==> src/rtl/mod_div_pkg.sv <==
// Shared types and helpers for the signed iterative divider.
// Holds the FSM encoding and a conditional two's-complement negate.
package mod_div_pkg;

   localparam int DEF_WIDTH = 8;
   localparam int MAX_W     = 64;

   typedef enum logic [1:0] {
      ST_IDLE = 2'd0,
      ST_CALC = 2'd1,
      ST_FIX  = 2'd2,
      ST_DONE = 2'd3
   } state_t;

   // Callers zero-extend into MAX_W and truncate back to their width, so
   // the low bits form a correct negate (or magnitude) at any width.
   function automatic logic [MAX_W-1:0] cond_neg(input logic [MAX_W-1:0] v,
                                                  input logic             neg);
      logic [MAX_W-1:0] r;
      if (neg) begin
         r = ~v + 64'd1;
      end else begin
         r = v;
      end
      return r;
   endfunction

endpackage

==> src/rtl/mod_div_step.sv <==
// One restoring-division iteration: shift in the next dividend bit and
// conditionally subtract the divisor magnitude.
module mod_div_step
   import mod_div_pkg::*;
#(
   parameter int WIDTH = DEF_WIDTH
) (
   input  logic [WIDTH-1:0] rem,
   input  logic             bit_in,
   input  logic [WIDTH-1:0] divisor,
   output logic [WIDTH-1:0] rem_next,
   output logic             q_bit
);

   logic [WIDTH:0] diff_s;

   // The remainder is always below the divisor, so its MSB is zero and the
   // shifted value fits in WIDTH+1 bits; diff_s[WIDTH] is the borrow.
   always_comb begin
      diff_s = {rem, bit_in} - {1'b0, divisor};
      q_bit  = ~diff_s[WIDTH];
      if (q_bit) begin
         rem_next = diff_s[WIDTH-1:0];
      end else begin
         rem_next = {rem[WIDTH-2:0], bit_in};
      end
   end

endmodule

==> src/rtl/mod_div.sv <==
// Signed iterative divider: magnitudes are divided one quotient bit per
// clock, then signs are reapplied in a single fix-up cycle.
module mod_div
   import mod_div_pkg::*;
#(
   parameter int WIDTH = DEF_WIDTH
) (
   input  logic             clk,
   input  logic             rst_n,
   input  logic             start,
   input  logic [WIDTH-1:0] a,
   input  logic [WIDTH-1:0] b,
   output logic             busy,
   output logic             done,
   output logic [WIDTH-1:0] resultado,
   output logic [WIDTH-1:0] resto,
   output logic             flag_overflow,
   output logic             flag_div_zero
);

   localparam int               CNT_W    = $clog2(WIDTH);
   localparam logic [CNT_W-1:0] CNT_LAST = CNT_W'(WIDTH - 1);
   localparam logic [WIDTH-1:0] MOST_NEG = {1'b1, {(WIDTH-1){1'b0}}};
   localparam logic [WIDTH-1:0] MINUS_1  = {WIDTH{1'b1}};

   state_t           state_r, state_next_s;
   logic [CNT_W-1:0] cnt_r;
   logic [WIDTH-1:0] rem_r, dvd_r, dvs_r;
   logic             sign_q_r, sign_r_r, ovf_r;
   logic             busy_r, done_r, flag_ovf_r, flag_dz_r;
   logic [WIDTH-1:0] resultado_r, resto_r;
   logic             accept_s, b_zero_s, q_bit_s, busy_s, done_s;
   logic [WIDTH-1:0] rem_next_s;

   assign accept_s = (state_r == ST_IDLE) && start;
   assign b_zero_s = (b == {WIDTH{1'b0}});

   mod_div_step #(.WIDTH(WIDTH)) u_step (
      .rem      (rem_r),
      .bit_in   (dvd_r[WIDTH-1]),
      .divisor  (dvs_r),
      .rem_next (rem_next_s),
      .q_bit    (q_bit_s)
   );

   // State register
   always_ff @(posedge clk or negedge rst_n) begin
      if (!rst_n) begin
         state_r <= ST_IDLE;
      end else begin
         state_r <= state_next_s;
      end
   end

   // Next-state logic
   always_comb begin
      state_next_s = state_r;
      case (state_r)
         ST_IDLE: begin
            if (accept_s) begin
               state_next_s = b_zero_s ? ST_DONE : ST_CALC;
            end else begin
               state_next_s = ST_IDLE;
            end
         end
         ST_CALC: begin
            if (cnt_r == CNT_LAST) begin
               state_next_s = ST_FIX;
            end else begin
               state_next_s = ST_CALC;
            end
         end
         ST_FIX:  state_next_s = ST_DONE;
         ST_DONE: state_next_s = ST_IDLE;
         default: state_next_s = ST_IDLE;
      endcase
   end

   // Handshake decode from the upcoming state so busy/done can be registered
   always_comb begin
      busy_s = (state_next_s == ST_CALC) || (state_next_s == ST_FIX);
      done_s = (state_next_s == ST_DONE);
   end

   // Operand capture, iteration, sign fix-up and result registers
   always_ff @(posedge clk or negedge rst_n) begin
      if (!rst_n) begin
         cnt_r       <= {CNT_W{1'b0}};
         rem_r       <= {WIDTH{1'b0}};
         dvd_r       <= {WIDTH{1'b0}};
         dvs_r       <= {WIDTH{1'b0}};
         sign_q_r    <= 1'b0;
         sign_r_r    <= 1'b0;
         ovf_r       <= 1'b0;
         busy_r      <= 1'b0;
         done_r      <= 1'b0;
         resultado_r <= {WIDTH{1'b0}};
         resto_r     <= {WIDTH{1'b0}};
         flag_ovf_r  <= 1'b0;
         flag_dz_r   <= 1'b0;
      end else begin
         busy_r <= busy_s;
         done_r <= done_s;
         case (state_r)
            ST_IDLE: begin
               if (accept_s && b_zero_s) begin
                  resultado_r <= {WIDTH{1'b0}};
                  resto_r     <= a;
                  flag_dz_r   <= 1'b1;
                  flag_ovf_r  <= 1'b0;
               end else if (accept_s) begin
                  dvd_r    <= WIDTH'(cond_neg(MAX_W'(a), a[WIDTH-1]));
                  dvs_r    <= WIDTH'(cond_neg(MAX_W'(b), b[WIDTH-1]));
                  rem_r    <= {WIDTH{1'b0}};
                  cnt_r    <= {CNT_W{1'b0}};
                  sign_q_r <= a[WIDTH-1] ^ b[WIDTH-1];
                  sign_r_r <= a[WIDTH-1];
                  ovf_r    <= (a == MOST_NEG) && (b == MINUS_1);
               end
            end
            ST_CALC: begin
               rem_r <= rem_next_s;
               dvd_r <= {dvd_r[WIDTH-2:0], q_bit_s};
               cnt_r <= cnt_r + CNT_W'(1);
            end
            ST_FIX: begin
               // MOST_NEG / -1 yields magnitude 2^(WIDTH-1), which already wraps to MOST_NEG
               resultado_r <= WIDTH'(cond_neg(MAX_W'(dvd_r), sign_q_r));
               resto_r     <= WIDTH'(cond_neg(MAX_W'(rem_r), sign_r_r));
               flag_ovf_r  <= ovf_r;
               flag_dz_r   <= 1'b0;
            end
            default: begin
               cnt_r <= cnt_r;
            end
         endcase
      end
   end

   assign busy          = busy_r;
   assign done          = done_r;
   assign resultado     = resultado_r;
   assign resto         = resto_r;
   assign flag_overflow = flag_ovf_r;
   assign flag_div_zero = flag_dz_r;

endmodule

==> config.mk <==
export PLATFORM = sky130hd
export DESIGN_NAME = mod_div
export DESIGN_NICKNAME = d
export VERILOG_FILES = /design/src/rtl/mod_div_pkg.sv /design/src/rtl/mod_div_step.sv /design/src/rtl/mod_div.sv
export SDC_FILE = /design/constraint.sdc
export NUM_CORES = 1
export LEC_CHECK = 0
export CAP_MARGIN = 20
export CELL_PAD_IN_SITES_DETAIL_PLACEMENT = 0
export CELL_PAD_IN_SITES_GLOBAL_PLACEMENT = 1
export CORE_MARGIN = 2
export CORE_UTILIZATION = 45
export CTS_BUF_LIST = sky130_fd_sc_hd__clkbuf_2
export DETAILED_ROUTE_END_ITERATION = 8
export GPL_TIMING_DRIVEN = 1
export PLACE_DENSITY = 0.94
export SLEW_MARGIN = 20
export SYNTH_ARGS = -nofsm -noshare
export SYNTH_HDL_FRONTEND = slang
export SYNTH_SLANG_ARGS = --single-unit
==> constraint.sdc <==
create_clock -name clk -period 2.7 [get_ports clk]
set_clock_uncertainty 0.05 [all_clocks]
set_input_delay 0.54 -clock clk [delete_from_list [all_inputs] [get_ports clk]]
set_output_delay 0.54 -clock clk [all_outputs]
set_load 0.1 [all_outputs]
==> out/results.txt, run 1 <==
HPWL Detailed: 5.70 mm
depth of the worst hold-timing path: 2
Resized Gates After CTS: 0
CTS Sinks: 52
total length of routed wires: 7.19 mm
Critical Path End Type: flip-flop
GRT Resource Usage Total: 0.198
final setup fails: 0
DR pass1 iterations: 4
largest net degree at the start of global routing: 22
final worst path period need: 2.47 ns
clk slew on worst S/H paths: 0.26 ns
# fillers: 638
hold_sp: resultado[2]
die height: 88.5 um
ys flop type: dfrtp_1
Data required, critical path: 2.99 ns
DIE WIDTH: 88.5 um
hold buffer count at CTS: 1
CTS tree: yes
Post-Syn Nets: 379
setup repair bufs after CTS: 0
Synth Area in Compound Gates: 0.170
first-pass GRT wire length: 12.0 mm
cells along the critical path: inv_1 > ha_1 > inv_1 > fa_1 > a211oi_2 > o211ai_1 > a221oi_2 > buf_4 > mux2i_1 > o21ai_0
Clock Tree Buf Depth: 2
Worst Path Arrival: 2.76 ns
number of synthesis warnings: 0
unrepaired setup endpoints after global routing: false
Root Buffer: clkbuf_2
relative slew slack: 0.641
fin crit share: 0.913
via/cell ratio: 5.33
total of max-cap violations: 0
Final ANT Viol Nets: 0
mux cell area share after synthesis: 0.0764
Mapped Area: 0.00321 sq mm
CP top delay family: compound AO/OA/AOI/OAI gates
worst r2r src: dvd_r[7]
DR iter-0 viols: 127
Initial Utilization: 0.470
Fmax: 0.405 GHz
vias in the first global route: 2516
cell depth of the worst setup path: 10
layout cells sized above 1: 0.153
Post-synth EDFFs: 0
final hold vios: 0
Synth Instances: 343
Synth Area in Simple Gates: 0.159
Skew-Pair Late Insertion Delay: 0.46 ns
Seq/Total Area, Yosys: 0.405
H-tree Lvls: 2
Hold WC Path Type: flip-flop to flip-flop
row count: 30
Critical path buffers and inverters: 3
outcome: completed
Hold Path Sink: resultado[2]
Avg Inst Size Synth: 9.36 sq um
worst-margin pin slew: 0.525 ns
antenna diode count: 0
Setup Crit Path Kind: flip-flop to flip-flop
Netlist cell types: 51
# IOs: 39
cell at the slowest stage of the critical path: dfrtp_1
RD Place Congestion: 0.840
Post-Layout Cell Count: 489
Sum Neg Setup Slack: 0 ns
Synth async-reset ratio: 1.00
placed cell count: 480
r2r setup slk: 0.23 ns
CP peak stage delay: 0.45 ns
initial antenna violation count: 0
R2R cell count: 10
Core Area: 0.00683 sq mm
count of pins over their slew limit: 0
Synth Area in Adders: 0.0686
DR vias: 2606
CTS Buf Count: 5
xor and xnor fraction of the mapped netlist area: 0.0737
average routed wire per standard cell: 14.7 um
# DRC: 0
largest family of logic cells by synthesized area: compound AO/OA/AOI/OAI gates
worst-path fanout max: 12
area added between synthesis and finish: 17.5%
startpoint types: flip-flop
number of port buffers: 38
die area: 0.00783 sq mm
RR Endpoint: rem_r[3]
nets: 428
#FFs+latches synth: 52
Most common cell on crit path: inv_1
grt total ovfl: 0
cell type report:
class | count | area [sq um] | area share
multi-input combinational | 257 | 1760 | 0.466
sequential | 52 | 1300 | 0.345
timing repair buffer | 57 | 470 | 0.125
tap | 96 | 120 | 0.0318
inverter | 19 | 71.3 | 0.0189
clock inverter | 3 | 27.5 | 0.00730
clock buffer | 5 | 25.0 | 0.00663
flip-flops by register name (all words and copies together), names as in the netlist, 2 cells and up:
register   count
state_r        2
cnt_r          3
rem_r          8
resultado      8
dvs_r          8
resto          8
dvd_r          8
cells by family (layout without fill, tap and decap cells):
logic type,count (synthesis),after routing
flops,52,52
buf+inv,34,84
compound gates,83,83
fa+ha+maj,17,17
simple gates,106,106
mux,24,24
xor+xnor,27,27
cells in the mapped netlist, types with 2 or more instances:
library cell  instances  area share
o21ai_1               2      0.0031
xnor2_1              11       0.030
clkbuf_1              8      0.0094
xor2_1               16       0.044
o211ai_1              2      0.0047
nor2b_1               6       0.012
buf_6                 2      0.0070
o221ai_1              2      0.0055
nor4_1                2      0.0039
nor3_1                5      0.0078
nor2_1               19       0.022
buf_2                 2      0.0031
a211oi_1              2      0.0047
o31ai_1               8       0.019
dfrtp_1              52        0.41
mux2_2                4       0.014
a22o_1                4       0.011
o21ai_0              32       0.050
buf_4                 2      0.0047
a221o_1               2      0.0062
ha_1                 16       0.062
mux2i_1              20       0.062
nand2b_1              6       0.012
inv_1                19       0.022
nand2_1              51       0.060
a21oi_1              16       0.025
o311ai_0              2      0.0055
nor3b_1               2      0.0047
nand3_1               6      0.0094
worst min-delay path: stages (launching register included):
cell	delay, ns
dfrtp_1	0.41
nand2_1	0.04
o21ai_0	0.06
worst max path at each step:
| stage | start | endpoint | slack, ns |
|---|---|---|---|
| after detailed placement | a[0] | dvd_r[6] | 0.16 |
| after floorplan | dvd_r[7] | rem_r[6] | 0.27 |
| after global routing | dvd_r[7] | rem_r[6] | 0.005 |
| after global placement | a[0] | dvd_r[6] | 0.19 |
| after CTS | dvd_r[7] | rem_r[3] | 0.22 |
| final | dvd_r[7] | rem_r[3] | 0.23 |
metal layers:
metal  GRT usage  routed length [um]
met1       0.263                3270
met3      0.0326                 330
met4      0.0523                 115
met2       0.336                3470
met5           0                   0
per-stage QoR:
step / setup WS, ns / util / hold WS (ns) / instance area (sq um)
floorplan: 0.270 / - / 0.194 / 3210
global placement: 0.194 / 0.543 / 0.412 / 3710
detailed placement: 0.164 / 0.543 / 0.421 / 3710
CTS: 0.216 / 0.552 / 0.477 / 3770
global route: 0.00492 / 0.552 / 0.465 / 3770
finish: 0.234 / 0.552 / 0.468 / 3770
cell usage in the layout (no fill, tap or decap), types with 5 or more instances in the layout:
cell             instances
mux2i_1                 20
clkdlybuf4s50_1         17
buf_4                   38
xor2_1                  16
nor2_1                  19
nand2_1                 51
ha_1                    16
inv_1                   19
nor2b_1                  6
nand3_1                  6
a21oi_1                 16
o21ai_0                 32
nand2b_1                 6
nor3_1                   5
o31ai_1                  8
xnor2_1                 11
clkbuf_2                 5
dfrtp_1                 52
Power of run 1 is not shown: default switching activity piles up to over one toggle a cycle in this logic, so the estimate is an artifact.
==> run 2: changes to the inputs <==
Settings changed: SKIP_CTS_REPAIR_TIMING set to 1.
==> results of run 2 <==
No change in the layout: final DEF, timing and power equal those of run 1.
Power of run 2 is left out for the same reason.
==> run 3: changes to the inputs <==
Settings changed: SLEW_MARGIN 20 to unset.
==> results of run 3 <==
No change in the layout: final DEF, timing and power equal those of run 1.
Power of run 3 is left out for the same reason.
